## src/rtl/sevenseg_pkg.sv

```systemverilog
// rtl/sevenseg_pkg.sv - segment patterns, digit codes and filter state shared by encoder and decoder
package sevenseg_pkg;

  // bit6=a .. bit0=g, 1=lit
  localparam logic [6:0] SEG_D0    = 7'b1111110;
  localparam logic [6:0] SEG_D1    = 7'b0110000;
  localparam logic [6:0] SEG_D2    = 7'b1101101;
  localparam logic [6:0] SEG_D3    = 7'b1111001;
  localparam logic [6:0] SEG_D4    = 7'b0110011;
  localparam logic [6:0] SEG_D5    = 7'b1011011;
  localparam logic [6:0] SEG_D6    = 7'b1011111;
  localparam logic [6:0] SEG_D7    = 7'b1110000;
  localparam logic [6:0] SEG_D8    = 7'b1111111;
  localparam logic [6:0] SEG_D9    = 7'b1111011;
  localparam logic [6:0] SEG_BLANK = 7'b0000000;

  localparam logic [3:0] DIGIT_BLANK   = 4'd10;
  localparam logic [3:0] DIGIT_ILLEGAL = 4'd15;

  typedef enum logic {
    SETTLE = 1'b0,
    LOCKED = 1'b1
  } filt_state_e;

endpackage

```

## src/rtl/sevenseg_pattern_lookup.sv

```systemverilog
// rtl/sevenseg_pattern_lookup.sv - exact-match map from segment pattern to digit code
module sevenseg_pattern_lookup
  import sevenseg_pkg::*;
(
  input  logic [6:0] seg,
  output logic       illegal,
  output logic [3:0] digit
);

  always_comb begin
    illegal = 1'b0;
    digit   = DIGIT_ILLEGAL;
    case (seg)
      SEG_D0:    digit = 4'd0;
      SEG_D1:    digit = 4'd1;
      SEG_D2:    digit = 4'd2;
      SEG_D3:    digit = 4'd3;
      SEG_D4:    digit = 4'd4;
      SEG_D5:    digit = 4'd5;
      SEG_D6:    digit = 4'd6;
      SEG_D7:    digit = 4'd7;
      SEG_D8:    digit = 4'd8;
      SEG_D9:    digit = 4'd9;
      SEG_BLANK: digit = DIGIT_BLANK;
      default:   illegal = 1'b1;
    endcase
  end

endmodule

```

## src/rtl/sevenseg_encoder.sv

```systemverilog
// rtl/sevenseg_encoder.sv - deglitching segment-bus reader that reports each newly stable digit
module sevenseg_encoder
  import sevenseg_pkg::*;
#(
  parameter int STABLE_CYCLES = 4
) (
  input  logic       clk,
  input  logic       rst,
  input  logic [6:0] seg_in,
  output logic       out_valid,
  input  logic       out_ready,
  output logic [3:0] digit,
  output logic       illegal,
  output logic       locked,
  output logic       overrun
);

  localparam int CW = $clog2(STABLE_CYCLES + 1);
  localparam logic [CW-1:0] CNT_LAST = CW'(STABLE_CYCLES - 1);

  filt_state_e   state_q, state_d;
  logic [6:0]    cand_q, cand_d;
  logic [CW-1:0] cnt_q, cnt_d;
  logic [6:0]    last_pat_q;
  logic          commit;
  logic          report;
  logic          lk_illegal;
  logic [3:0]    lk_digit;

  sevenseg_pattern_lookup u_lookup (
    .seg     (cand_q),
    .illegal (lk_illegal),
    .digit   (lk_digit)
  );

  always_comb begin
    state_d = state_q;
    cand_d  = cand_q;
    cnt_d   = cnt_q;
    commit  = 1'b0;
    if (seg_in != cand_q) begin
      cand_d  = seg_in;
      cnt_d   = '0;
      state_d = SETTLE;
    end else if (state_q == SETTLE) begin
      if (cnt_q == CNT_LAST) begin
        commit  = 1'b1;
        state_d = LOCKED;
      end else begin
        cnt_d = cnt_q + CW'(1);
      end
    end
  end

  // A glitch that settles back to the last committed pattern is not news.
  assign report = commit && (cand_q != last_pat_q);
  assign locked = (state_q == LOCKED);

  always_ff @(posedge clk) begin
    if (rst) begin
      state_q    <= LOCKED;
      cand_q     <= SEG_BLANK;
      cnt_q      <= '0;
      last_pat_q <= SEG_BLANK;
      out_valid  <= 1'b0;
      digit      <= 4'd0;
      illegal    <= 1'b0;
      overrun    <= 1'b0;
    end else begin
      state_q <= state_d;
      cand_q  <= cand_d;
      cnt_q   <= cnt_d;
      if (report) begin
        last_pat_q <= cand_q;
      end
      // Single-entry output: a report only lands when the slot is empty or draining.
      if (report) begin
        if (!out_valid || out_ready) begin
          digit     <= lk_digit;
          illegal   <= lk_illegal;
          out_valid <= 1'b1;
        end else begin
          overrun <= 1'b1;
        end
      end else if (out_valid && out_ready) begin
        out_valid <= 1'b0;
      end
    end
  end

endmodule

```

## config.mk

```make
export PLATFORM = sky130hd
export DESIGN_NAME = sevenseg_encoder
export DESIGN_NICKNAME = d
export VERILOG_FILES = /design/src/rtl/sevenseg_pkg.sv /design/src/rtl/sevenseg_pattern_lookup.sv /design/src/rtl/sevenseg_encoder.sv
export SDC_FILE = /design/constraint.sdc
export NUM_CORES = 1
export LEC_CHECK = 0
export CAP_MARGIN = 10
export CORE_MARGIN = 3
export CORE_UTILIZATION = 25
export DETAILED_ROUTE_END_ITERATION = 16
export PLACE_DENSITY_LB_ADDON = 0.08
export RECOVER_POWER = 25
export SLEW_MARGIN = 5
export SYNTH_ARGS = -nofsm -noshare
export SYNTH_HDL_FRONTEND = slang
export SYNTH_HIERARCHICAL = 1
export SYNTH_SLANG_ARGS = --single-unit
```

## constraint.sdc

```tcl
create_clock -name clk -period 2.39 [get_ports clk]
set_clock_uncertainty 0.2 [all_clocks]
set_input_delay 0.478 -clock clk [delete_from_list [all_inputs] [get_ports clk]]
set_output_delay 0.478 -clock clk [all_outputs]
set_load 0.005 [all_outputs]
```

==> results list, run 1 <==
- 1st-iter DRT viols: 42
- Of the total power, combinational logic draws 0.134.
* Clk network pwr share: 0.309
- Gr ovfl total: 0
* Leading cell type in the layout, fill and taps excluded: sky130_fd_sc_hd__dfxtp_1
- Register-to-register path setup slack: 200 ps
- Of the total power, the share spent switching nets is 0.2567.
- Root buf cell: sky130_fd_sc_hd__clkbuf_8
- Width of the die: a little over 80 µm
* Post-synthesis sequential area ratio: 0.3530
* Post-DR vias/cell: ~4.8
* Endpoints failing setup: 0
- Buffers from clock root to sink, at most: 2
* Synthesized area per cell: just under 9 µm²
- Worst Reg-to-Reg Cells: 6
* Number of cells produced by synthesis: about 160
- Data on the critical path arrives at its endpoint at 2090 ps.
- Total power: ~800 µW
- Clock-pin slew was measured on the worst setup and hold paths at 90 ps.
- The initial antenna violation count came to 0.
- In this run the most critical hold path is launched from last_pat_q[5].
* DRT Pass-1 Iters: 4
- Entering global routing, the biggest net connects 22 pins.
* Achievable clock frequency: 456.9 MHz
- Final count of hold timing violations: 0
* Switching Power: ~200 µW
* Startpoint class of the critical path: flop
- The tool flagged a number of max-cap violations equal to 0.
* Vertical die dimension: 81.30 µm
- Post-CTS repair changed the size of 0 cells.
- In this run the power density over the cells is 469.5 mW/mm².
- The worst hold path belongs to the class reg2reg.
- TritonCTS created 3 clock buffers.
- Transition time at the pin with the least slew margin: 958.2 ps
* Endpoint required time on the critical path: 2290 ps
* Area of the die: 0.006610 mm²
* Clock tree from TritonCTS: done
- Routability congestion estimate: 0.8503
* Diode insertion count for antenna repair: 0
- Starting density of the core: 0.2673
- Final critical-path setup slack: 201.1 ps
- Measured on the finished design, the core utilization comes to 0.3202.
* DP Area: 0.001655 mm²
* LEAKAGE: 0.0005711 µW
- Tot GR Track Use: 0.1093
- Syn_nets: 175
- I/O pins: 18
* Worst reg2reg path startpoint: cand_q[0]
* Skew-Pair Late Insertion Delay: 260 ps
- Number of buffers inserted by post-CTS setup repair: 0
- The detail route stage leaves a number of antenna-violating nets equal to 0.
- The worst hold path passes through 2 cells.
* Slew Limit Headroom: 0.3612
- Time the final worst path needs with I/O delays and setup: 2189 ps
- The netlist uses 45 different library cells.
* Part of the cycle the worst path needs: 0.9158
* Sinks on the clock net: 25
- Final-report max-slew violation count: 0
* Vias: 1207
- Number of DRC violations after detailed routing: 0
- At the end of the flow, the number of nets in the layout was 193.
* Largest fanout on the critical path: 12
- The synthesized design contains 0 enable-type register cells.
* Synth warn: 6
- Maximum level of the CTS H-tree: 1
- The share of total power dissipated in sequential elements is 0.557.
- Core Box Area: 0.005303 mm²
- The most used flip-flop cell after synthesis is sky130_fd_sc_hd__dfxtp_1.
- Average wire length per cell after detail routing: 13.54 µm
- The setup path with the least slack is of type reg2reg.
- In this run the critical register-to-register path is captured at digit[1].
- Layout overhead on the synthesized area: 19.77%
- CP Capture Type: flop
- In this run, synthesis produced a sequential element count of 25.
* Peak supply drop: 0.1683 mV
* Cell row count: 26
* Share of final-layout standard cells stronger than drive strength 1: 0.1056
- Buffers placed on the I/O ports in this run total 17.
- Outcome: finished clean
- The number of hold buffers added after CTS was 0.
- OpenSTA, run right after detailed placement, puts the worst setup slack at -67.51 ps.
- Final Instance Area: between 0.0015 and 0.002 mm²
- Of all flip-flops after synthesis, the portion carrying an async set or reset was 0.
- Post-detail-place hpwl: 2.537 mm
* Vias in the first global route: about 1200
- Setup repair after global routing left no endpoint under its margin.
- Top library cells by usage in the layout, fill and taps aside: 25 x sky130_fd_sc_hd__dfxtp_1, 17 x sky130_fd_sc_hd__nand2_1, 16 x sky130_fd_sc_hd__a21oi_1
* Post-Route WL: 3.384 mm
- Synthesized area: 0.001418 mm²
- Hold Path End: last_pat_q[5]
- Wire length of the first global-routing pass: 5.754 mm
- Internal power contribution: approximately 590 µW
## per-layer routing
metal	up-vias	GRT usage	wire [µm]
li1	618	-	-
met1	579	0.1425	1643
met2	6	0.1857	1664
met3	4	0.01663	39
met4	0	0.03041	37
met5	-	0	0
## area by class of cell
cell class              count  area [µm²]
clock buffers               3       41.29
clock inverters             1       5.005
fillers                   558        3605
inverters                   3       11.26
multi-input cells         124       820.8
flip-flops and latches     25       500.5
well taps                  70       87.58
repair buffers             24       231.5
## cells in the mapped netlist (2+ instances only)
cell type	number	share of area
sky130_fd_sc_hd__a21oi_1	16	0.056
sky130_fd_sc_hd__and4_1	2	0.012
sky130_fd_sc_hd__buf_2	2	0.0071
sky130_fd_sc_hd__buf_4	4	0.021
sky130_fd_sc_hd__buf_6	2	0.016
sky130_fd_sc_hd__clkbuf_1	2	0.0053
sky130_fd_sc_hd__dfxtp_1	25	0.35
sky130_fd_sc_hd__ha_1	2	0.018
sky130_fd_sc_hd__inv_1	3	0.0079
sky130_fd_sc_hd__nand2_1	17	0.045
sky130_fd_sc_hd__nand3_1	3	0.011
sky130_fd_sc_hd__nand4_1	9	0.040
sky130_fd_sc_hd__nor2_1	9	0.024
sky130_fd_sc_hd__nor2b_1	10	0.044
sky130_fd_sc_hd__nor3_1	3	0.011
sky130_fd_sc_hd__nor4_1	2	0.0088
sky130_fd_sc_hd__o21a_1	2	0.011
sky130_fd_sc_hd__o21ai_0	2	0.0071
sky130_fd_sc_hd__o22ai_1	3	0.013
sky130_fd_sc_hd__o31ai_1	5	0.026
sky130_fd_sc_hd__or2b_1	3	0.016
sky130_fd_sc_hd__xnor2_1	5	0.031
sky130_fd_sc_hd__xor2_1	10	0.062
## power groups by stage
stage,Sequential (µW),Combinational (µW),Clock (µW)
after detailed placement,454,108,0
final,444,107,246
after global routing,447,119,278
after global placement,454,107,0
after floorplan,444,80.6,0
after CTS,444,109,261
## kinds of logic after synthesis
family | share of synthesized area
simple gates | 0.2842
compound gates | 0.1695
flops | 0.3530
xor+xnor | 0.09267
buf+inv | 0.06796
mux | 0.01500
fa+ha+maj | 0.01765
## through the flow
stage / TNS [ps] / hold slack, ps / instances
floorplan: 0 / 243.4 / 163
global placement: -7.780 / 251.4 / 246
detailed placement: -193.8 / 261.0 / 246
CTS: 0 / 273.2 / 250
global route: 0 / 288.0 / 250
finish: 0 / 269.2 / 250
## state kept, by name, summed over array words and instances, names as in the netlist
name        cells
locked          1
cnt_q           3
overrun         1
cand_q          7
illegal         1
out_valid       1
last_pat_q      7
digit           4
## worst max-delay path by stage
stage                   start       end  slack, ps  cells past startpoint
global route        cand_q[1]  digit[1]         50                      5
CTS                 seg_in[2]  digit[1]        200                      7
finish              cand_q[0]  digit[1]        200                      6
global placement    seg_in[2]  digit[2]         -6                      7
detailed placement  seg_in[2]  digit[1]        -70                      7
floorplan           seg_in[2]  digit[3]        480                      6
## critical path, cell delays in order (launching register included)
cell and delay (ps):
sky130_fd_sc_hd__dfxtp_1 650, sky130_fd_sc_hd__nand3_1 320, sky130_fd_sc_hd__o32ai_1 380, sky130_fd_sc_hd__a211o_2 190
sky130_fd_sc_hd__o221ai_2 120, sky130_fd_sc_hd__nand4_1 90, sky130_fd_sc_hd__a21oi_1 80
Note: power is estimated with default switching activity, not from simulation.
==> run 2: changes to the inputs <==
Settings changed: CELL_PAD_IN_SITES_DETAIL_PLACEMENT set to 2, CELL_PAD_IN_SITES_GLOBAL_PLACEMENT set to 2.
==> run 2 against run 1 <==
Clock power increased by 8.5%. Final area increased by 1.1%. Register-to-register slack improved by 40 ps. Global-route usage is 1.8 points higher. Sequential power about the same. Wire length is 16% higher. Largest power group unchanged. Sequential cell count unchanged. Sequential share of layout area decreased by 0.25 points. Highest routed layer unchanged. Die area unchanged. Utilization is 0.35 points higher. Fmax increased by 0.33%. Combinational power is essentially flat.
==> results list, run 2 (synthesis results as in run 1) <==
* Outcome: finished clean (unchanged)
- Average wire length per cell after detail routing: 15.55 µm (was 13.54 µm)
* Skew-Pair Late Insertion Delay: 280 ps (was 260 ps)
- The highest fanout seen on the critical path came to 7 (was 12).
* Slew Limit Headroom: 0.3490 (was 0.3612)
- The delay contributed by the slowest stage of the critical path is 430 ps (was 650 ps).
- Final count of hold timing violations: 0 (unchanged)
- Core Box Area: 0.005303 mm² (unchanged)
- The wire length of the first global-routing pass is 6.513 mm (was 5.754 mm).
- Clk network pwr share: 0.325 (was 0.309)
- Peak supply drop: 0.1949 mV (was 0.1683 mV)
- The clock-pin slew of the registers on the worst-case setup and hold paths came to 100 ps (was 90 ps).
- Maximum number of pins on one net before global-route repair: 22 (unchanged)
* Achievable clock frequency: 458.4 MHz (was 456.9 MHz)
- The reg-to-reg critical path endpoint was digit[0] (was digit[1]).
* Cell family with the largest share of critical-path delay: buffers and inverters (was compound AO/OA/AOI/OAI gates)
- Part of the cycle the worst path needs: 0.9128 (was 0.9158)
- The number of gates resized after cts was 0 (unchanged).
- Top library cells by usage in the layout, fill and taps aside: 24 x sky130_fd_sc_hd__dfxtp_1, 17 x sky130_fd_sc_hd__nand2_1, 16 x sky130_fd_sc_hd__a21oi_1, 16 x sky130_fd_sc_hd__clkdlybuf4s50_1 (was 25 x sky130_fd_sc_hd__dfxtp_1, 17 x sky130_fd_sc_hd__nand2_1, 16 x sky130_fd_sc_hd__a21oi_1).
- Register-to-register path setup slack: 240 ps (was 200 ps)
- The TritonCTS clock tree is done (unchanged).
* Count of hold-fix buffers inserted at cts: 0 (unchanged)
- The cell type of the slowest stage on the worst timing path is sky130_fd_sc_hd__clkdlybuf4s50_1 (was sky130_fd_sc_hd__dfxtp_1).
- Endpoints failing setup: 0 (unchanged)
* Hold Worst Slack: 272.8 ps (was 269.2 ps)
- Vias: 1260 (was 1207)
* Routability congestion estimate: 0.7884 (was 0.8503)
* Antenna violations before repair: 0 (unchanged)
* Root buf cell: sky130_fd_sc_hd__clkbuf_8 (unchanged)
* Leading registers by flop count: cand_q (7), last_pat_q (7), digit (4) (unchanged)
- The number of maximum-capacitance violations is 0 (unchanged).
* Final Instance Area: 0.001717 mm² (was 0.001698 mm²)
- Switching power share of the total: 0.2754 (was 0.2567)
* RSZ-0062 raised after global routing: no (unchanged)
* Buffers from clock root to sink, at most: 2 (unchanged)
- The type of the most critical hold path is reg2reg (unchanged).
* Critical-path cell list: clkdlybuf4s50_1 > xor2_1 > nor4_4 > nand4_1 > buf_4 > o31ai_1 > a21oi_1 (was nand3_1 > o32ai_1 > a211o_2 > o221ai_2 > nand4_1 > a21oi_1)
- Area of the die: 0.006610 mm² (unchanged)
* Post-Route WL: 3.919 mm (was 3.384 mm)
- The detailed router's first-iteration violation count came to 31 (was 42).
* Fraction of power consumed by sequential logic: 0.544 (was 0.557)
* I/O pins: 18 (unchanged)
- Switching Power: 226.2 µW (was 204.6 µW)
- Internal power contribution: 595.1 µW (was 592.5 µW)
- Maximum level of the CTS H-tree: 1 (unchanged)
- DP Area: 0.001670 mm² (was 0.001655 mm²)
- The areal power density over the cells was 478.4 mW/mm² (was 469.5 mW/mm²).
- The detailed placement HPWL was 3.067 mm (was 2.537 mm).
* Arrival time of the worst setup path: 2110 ps (was 2090 ps)
- Final layout net count: 195 (was 193)
- Vias in the first global route: 1395 (was 1231)
* Buffering stage count on the worst path with inverters included: 2 (was 0)
- Type of the setup path with the least slack: in2reg (was reg2reg)
- The count of TritonRoute iterations in the first routing pass was 4 (unchanged).
- CP Capture Type: flop (unchanged)
- Number of buffers inserted by post-CTS setup repair: 0 (unchanged)
- Count of antenna-violating nets left after detailed routing: 0 (unchanged)
- Layout overhead on the synthesized area: 21.09% (was 19.77%)
* Transition time at the pin with the least slew margin: 976.5 ps (was 958.2 ps)
- Crit path launch: seg_in[2] (was cand_q[0])
* Cell row count: 26 (unchanged)
* Vertical die dimension: 81.30 µm (unchanged)
* Starting density of the core: 0.2673 (unchanged)
- Leading cell type in the layout, fill and taps excluded: sky130_fd_sc_hd__dfxtp_1 (unchanged)
- The share of cells above drive strength 1 came to 0.1209 (was 0.1056).
- Number of DRC violations after detailed routing: 0 (unchanged)
- Diode insertion count for antenna repair: 0 (unchanged)
* Gr ovfl total: 0 (unchanged)
- Final-report max-slew violation count: 0 (unchanged)
* Startpoint class of the critical path: primary input (was flop)
- The depth of the worst register-to-register path was 5 (was 6).
- The per-cell via count in the routed design came to 5.000 (was 4.828).
- Worst setup path end: digit[0] (was digit[1])
- The CTS sink count is 25 (unchanged).
- The number of port buffers was 17 (unchanged).
- The horizontal extent of the die is 81.30 µm (unchanged).
- Number of CTS-inserted buffers: 3 (unchanged)
- The depth of the critical timing path with buffers and inverters included came to 7 (was 6).
- Worst reg2reg path startpoint: cand_q[3] (was cand_q[0])
- Share of power burned in combinational logic: 0.131 (was 0.134)
* Endpoint required time on the critical path: 2310 ps (was 2290 ps)
- LEAKAGE: 0.0005724 µW (was 0.0005711 µW)
- Time the final worst path needs with I/O delays and setup: 2182 ps (was 2189 ps)
- The all-layer global routing usage came to 0.1275 (was 0.1093).
==> run 2: metrics by stage <==
step	cells	setup WS [ps]	total power [µW]	TNS, ps	util
after detailed placement	248	-101.2	566.8	-339.3	0.3150
after global placement	248	-3.300	561.6	-5.656	0.3150
after global routing	252	50.70	871.0	0	0.3237
final	252	208.3	821.3	0	0.3237
after floorplan	163	478.0	524.2	0	-
after CTS	252	161.7	836.2	0	0.3242
==> run 2: power groups by stage <==
stage               Combinational (µW)  Sequential (µW)  Clock (µW)
global route                       118              449         304
detailed placement                 110              457           0
global placement                   106              455           0
floorplan                         80.6              444           0
finish                             107              447         267
CTS                                110              447         279
==> run 2: worst min path at each step <==
stage                    endpoint          start  slack, ps  depth (start not counted)
floorplan           last_pat_q[3]  last_pat_q[3]        240                          2
global placement    last_pat_q[5]  last_pat_q[5]        250                          2
detailed placement  last_pat_q[6]  last_pat_q[6]        260                          2
CTS                 last_pat_q[6]  last_pat_q[6]        280                          2
finish                   digit[3]       digit[3]        270                          2
global route        last_pat_q[4]  last_pat_q[4]        300                          2
==> run 2: layout make-up <==
type / count / area (µm²)
Fill cell: 606 / 3586
Clock buffer: 3 / 41.29
Timing Repair Buffer: 26 / 246.5
Sequential cell: 25 / 501.7
Inverter: 3 / 11.26
Multi-Input combinational cell: 124 / 820.8
Tap cell: 70 / 87.58
Clock inverter: 1 / 7.507
==> run 2: routing by layer <==
layer / wire length (µm) / GRT usage
met1: 1722 / 0.1436
met2: 2077 / 0.2402
met3: 95 / 0.02106
met4: 24 / 0.04054
met5: 0 / 0
==> run 2: tightest hold or removal path, stage by stage, from the launching register on <==
cell	delay (ps)
sky130_fd_sc_hd__dfxtp_1	320
sky130_fd_sc_hd__o31ai_1	60
sky130_fd_sc_hd__a21oi_1	60
==> run 3: changes to the inputs <==
Settings changed: CORE_ASPECT_RATIO set to 1.4, DONT_BUFFER_PORTS set to 1.
==> run 3 against run 2 <==
Utilization fell by 4.0 points. Sequential share of layout area rose by 4.1 points. Highest routed layer unchanged. Clock-buffer cell count rose by 1. Die area rose by 0.20%. Non-clock buffer count fell by 20. Cell count fell by 9.5%. Sequential power fell by 1%. Largest power group unchanged. Worst setup slack improved by 130 ps. Power fell by 4.0%. Via count fell by 6.7%.
==> results list, run 3 (synthesis results as in run 1) <==
- Outcome: finished clean (unchanged)
- DP Area: 0.001460 mm² (was 0.001670 mm²)
- The worst slew margin relative to its limit is 0.6672 (was 0.3490).
- Final-report max-slew violation count: 0 (unchanged)
- Final layout net count: 175 (was 195)
* Wire length of the first global-routing pass: 6.644 mm (was 6.513 mm)
- Tot GR Track Use: 0.1269 (was 0.1275)
- Clock-pin slew reported for the worst setup and hold paths after clock tree synthesis: 90 ps (was 100 ps)
- The number of remaining DRC errors was 0 (unchanged).
- Vias: 1175 (was 1260)
- The non-filler instance count after layout came to 228 (was 252).
- The internal power component came to 582.2 µW (was 595.1 µW).
* Met3 Resource Use GR: 0.01266 (was 0.02106)
* Endpoint required time on the critical path: 2350 ps (was 2310 ps)
* Time the final worst path needs with I/O delays and setup: 2049 ps (was 2182 ps)
- The detailed router's first-iteration violation count was 25 (was 31).
* Buffers from clock root to sink, at most: 2 (unchanged)
* Part of the cycle the worst path needs: 0.8571 (was 0.9128)
- Leading registers by flop count: cand_q (7), last_pat_q (7), digit (4) (unchanged).
- RSZ-0062 raised after global routing: no (unchanged).
- The switching share of power is 0.2615 (was 0.2754).
* Most used routing layer in global routing: met2 (unchanged)
- The final-report setup violation count is 0 (unchanged).
- Vias in the first global route: 1320 (was 1395)
- The actual slew at the worst max-slew pin was 494.6 ps (was 976.5 ps).
* Max_cap viols: 0 (unchanged)
- The CTS sink count came to 25 (unchanged).
- Maximum level of the CTS H-tree: 1 (unchanged)
- The data arrival at the endpoint of the critical path is 2010 ps (was 2110 ps).
- Total power: 788.3 µW (was 821.3 µW)
- The static leakage power is 0.0004981 µW (was 0.0005724 µW).
- Count of hold-fix buffers inserted at cts: 0 (unchanged)
- The number of cells after detailed placement came to 224 (was 248).
* Maximum number of pins on one net before global-route repair: 23 (was 22)
- Peak supply drop: 0.2452 mV (was 0.1949 mV)
- The clock network fraction of total power is 0.326 (was 0.325).
- The count of filler cells inserted in the layout was 603 (was 606).
* GR Util met1: 0.1335 (was 0.1436)
- Share of final-layout standard cells stronger than drive strength 1: 0.1235 (was 0.1209)
- Startpoint class of the critical path: flop (was primary input)
* Achievable clock frequency: 488.2 MHz (was 458.4 MHz)
- Top library cells by usage in the layout, fill and taps aside: 23 x sky130_fd_sc_hd__dfxtp_1, 17 x sky130_fd_sc_hd__nand2_1, 16 x sky130_fd_sc_hd__a21oi_1 (was 24 x sky130_fd_sc_hd__dfxtp_1, 17 x sky130_fd_sc_hd__nand2_1, 16 x sky130_fd_sc_hd__a21oi_1, 16 x sky130_fd_sc_hd__clkdlybuf4s50_1)
- Power Density: 522.9 mW/mm² (was 478.4 mW/mm²)
* DRT Pass-1 Iters: 4 (unchanged)
* Count of buffers from port buffering: 0 (was 17)
- The floorplan die area was 0.006623 mm² (was 0.006610 mm²).
* Gr ovfl total: 0 (unchanged)
- The number of post-CTS setup repair buffers came to 0 (unchanged).
- The number of nets with antenna violations after detailed routing came to 0 (unchanged).
- Final count of hold timing violations: 0 (unchanged)
* Setup TNS Final: 0 ps (unchanged)
- Class of the worst hold path: in2reg (was reg2reg)
- The met2 usage in global routing was 0.2500 (was 0.2402).
* Post-Route WL: 3.942 mm (was 3.919 mm)
- The sequential group share of total power is 0.559 (was 0.544).
- Core Box Area: 0.005314 mm² (was 0.005303 mm²)
- Post-detail-place hpwl: 3.082 mm (was 3.067 mm)
- The die extent in y came to 95.10 µm (was 81.30 µm).
- The switching power summed over all nets was 206.1 µW (was 226.2 µW).
* I/O pins: 18 (unchanged)
- The TritonCTS clock tree is done (unchanged).
- Antenna violations before repair: 0 (unchanged)
- Leading cell type in the layout, fill and taps excluded: sky130_fd_sc_hd__dfxtp_1 (unchanged)
- The logic gate share of total power was 0.115 (was 0.131).
* CP Capture Type: flop (unchanged)
* Skew-Pair Late Insertion Delay: 270 ps (was 280 ps)
- The final weighted congestion in routability-driven placement was 0.7204 (was 0.7884).
- Number of CTS-inserted buffers: 3 (unchanged)
- The worst setup path category is reg2reg (was in2reg).
* Diode insertion count for antenna repair: 0 (unchanged)
- CTS-repair resized insts: 0 (unchanged)
- The post-detailed-route wirelength per cell is 17.29 µm (was 15.55 µm).
- The root buffer cell was sky130_fd_sc_hd__clkbuf_8 (unchanged).
- Largest fanout on the critical path: 11 (was 7)
- Post-DR vias/cell: 5.154 (was 5.000)
- Starting density of the core: 0.2668 (was 0.2673)
- Cell row count: 31 (was 26)
* Final Instance Area: 0.001508 mm² (was 0.001717 mm²)
- The relative area change from synthesis to final layout was 6.355% (was 21.09%).
- Width of the die: 69.64 µm (was 81.30 µm)
run 3: per-layer routing:
layer,part of all wire,vias up
li1,-,582
met1,0.40,568
met2,0.56,16
met3,0.020,9
met4,0.027,0
met5,0,-
run 3: worst paths after layout:
path | from | to | slack [ps] | depth (start not counted)
worst max-delay path | cand_q[1] | digit[0] | 340 | 7
worst min-delay path | rst | cand_q[3] | 50 | 1
worst max register to register | cand_q[1] | digit[0] | 340 | 7
worst min register to register | last_pat_q[6] | last_pat_q[6] | 260 | 2
run 3: critical path: stages (launching register included):
cell and delay, ps:
sky130_fd_sc_hd__dfxtp_1 350, sky130_fd_sc_hd__buf_4 180, sky130_fd_sc_hd__nor4_1 480, sky130_fd_sc_hd__a32oi_1 110, sky130_fd_sc_hd__o22ai_1 300, sky130_fd_sc_hd__o22ai_1 140
sky130_fd_sc_hd__nand4_1 90, sky130_fd_sc_hd__a21oi_1 70
run 3: per-stage QoR:
step / hold slack, ps / worst slack (ps) / util
final: 52.55 / 341.5 / 0.2837
after detailed placement: 256.5 / 221.8 / 0.2748
after floorplan: 243.4 / 478.0 / -
after CTS: 55.57 / 195.7 / 0.2833
after global routing: 44.41 / 149.9 / 0.2837
after global placement: 246.4 / 245.7 / 0.2748
run 3: area by class of cell:
class	instances	area, µm²	area share
flip-flops and latches	25	503.0	0.3336
inverters	3	11.26	0.007469
multi-input cells	124	820.8	0.5444
repair buffers	6	45.04	0.02988
well taps	66	82.58	0.05477
clock buffers	4	45.04	0.02988
run 3: power by group through the flow:
stage                     Clock (µW)  Sequential [µW]  Combinational (µW)
final                            257              441                90.5
after global placement             0              451                88.2
after detailed placement           0              451                90.7
after global routing             290              444                 101
after floorplan                    0              444                80.6
after CTS                        268              441                91.3
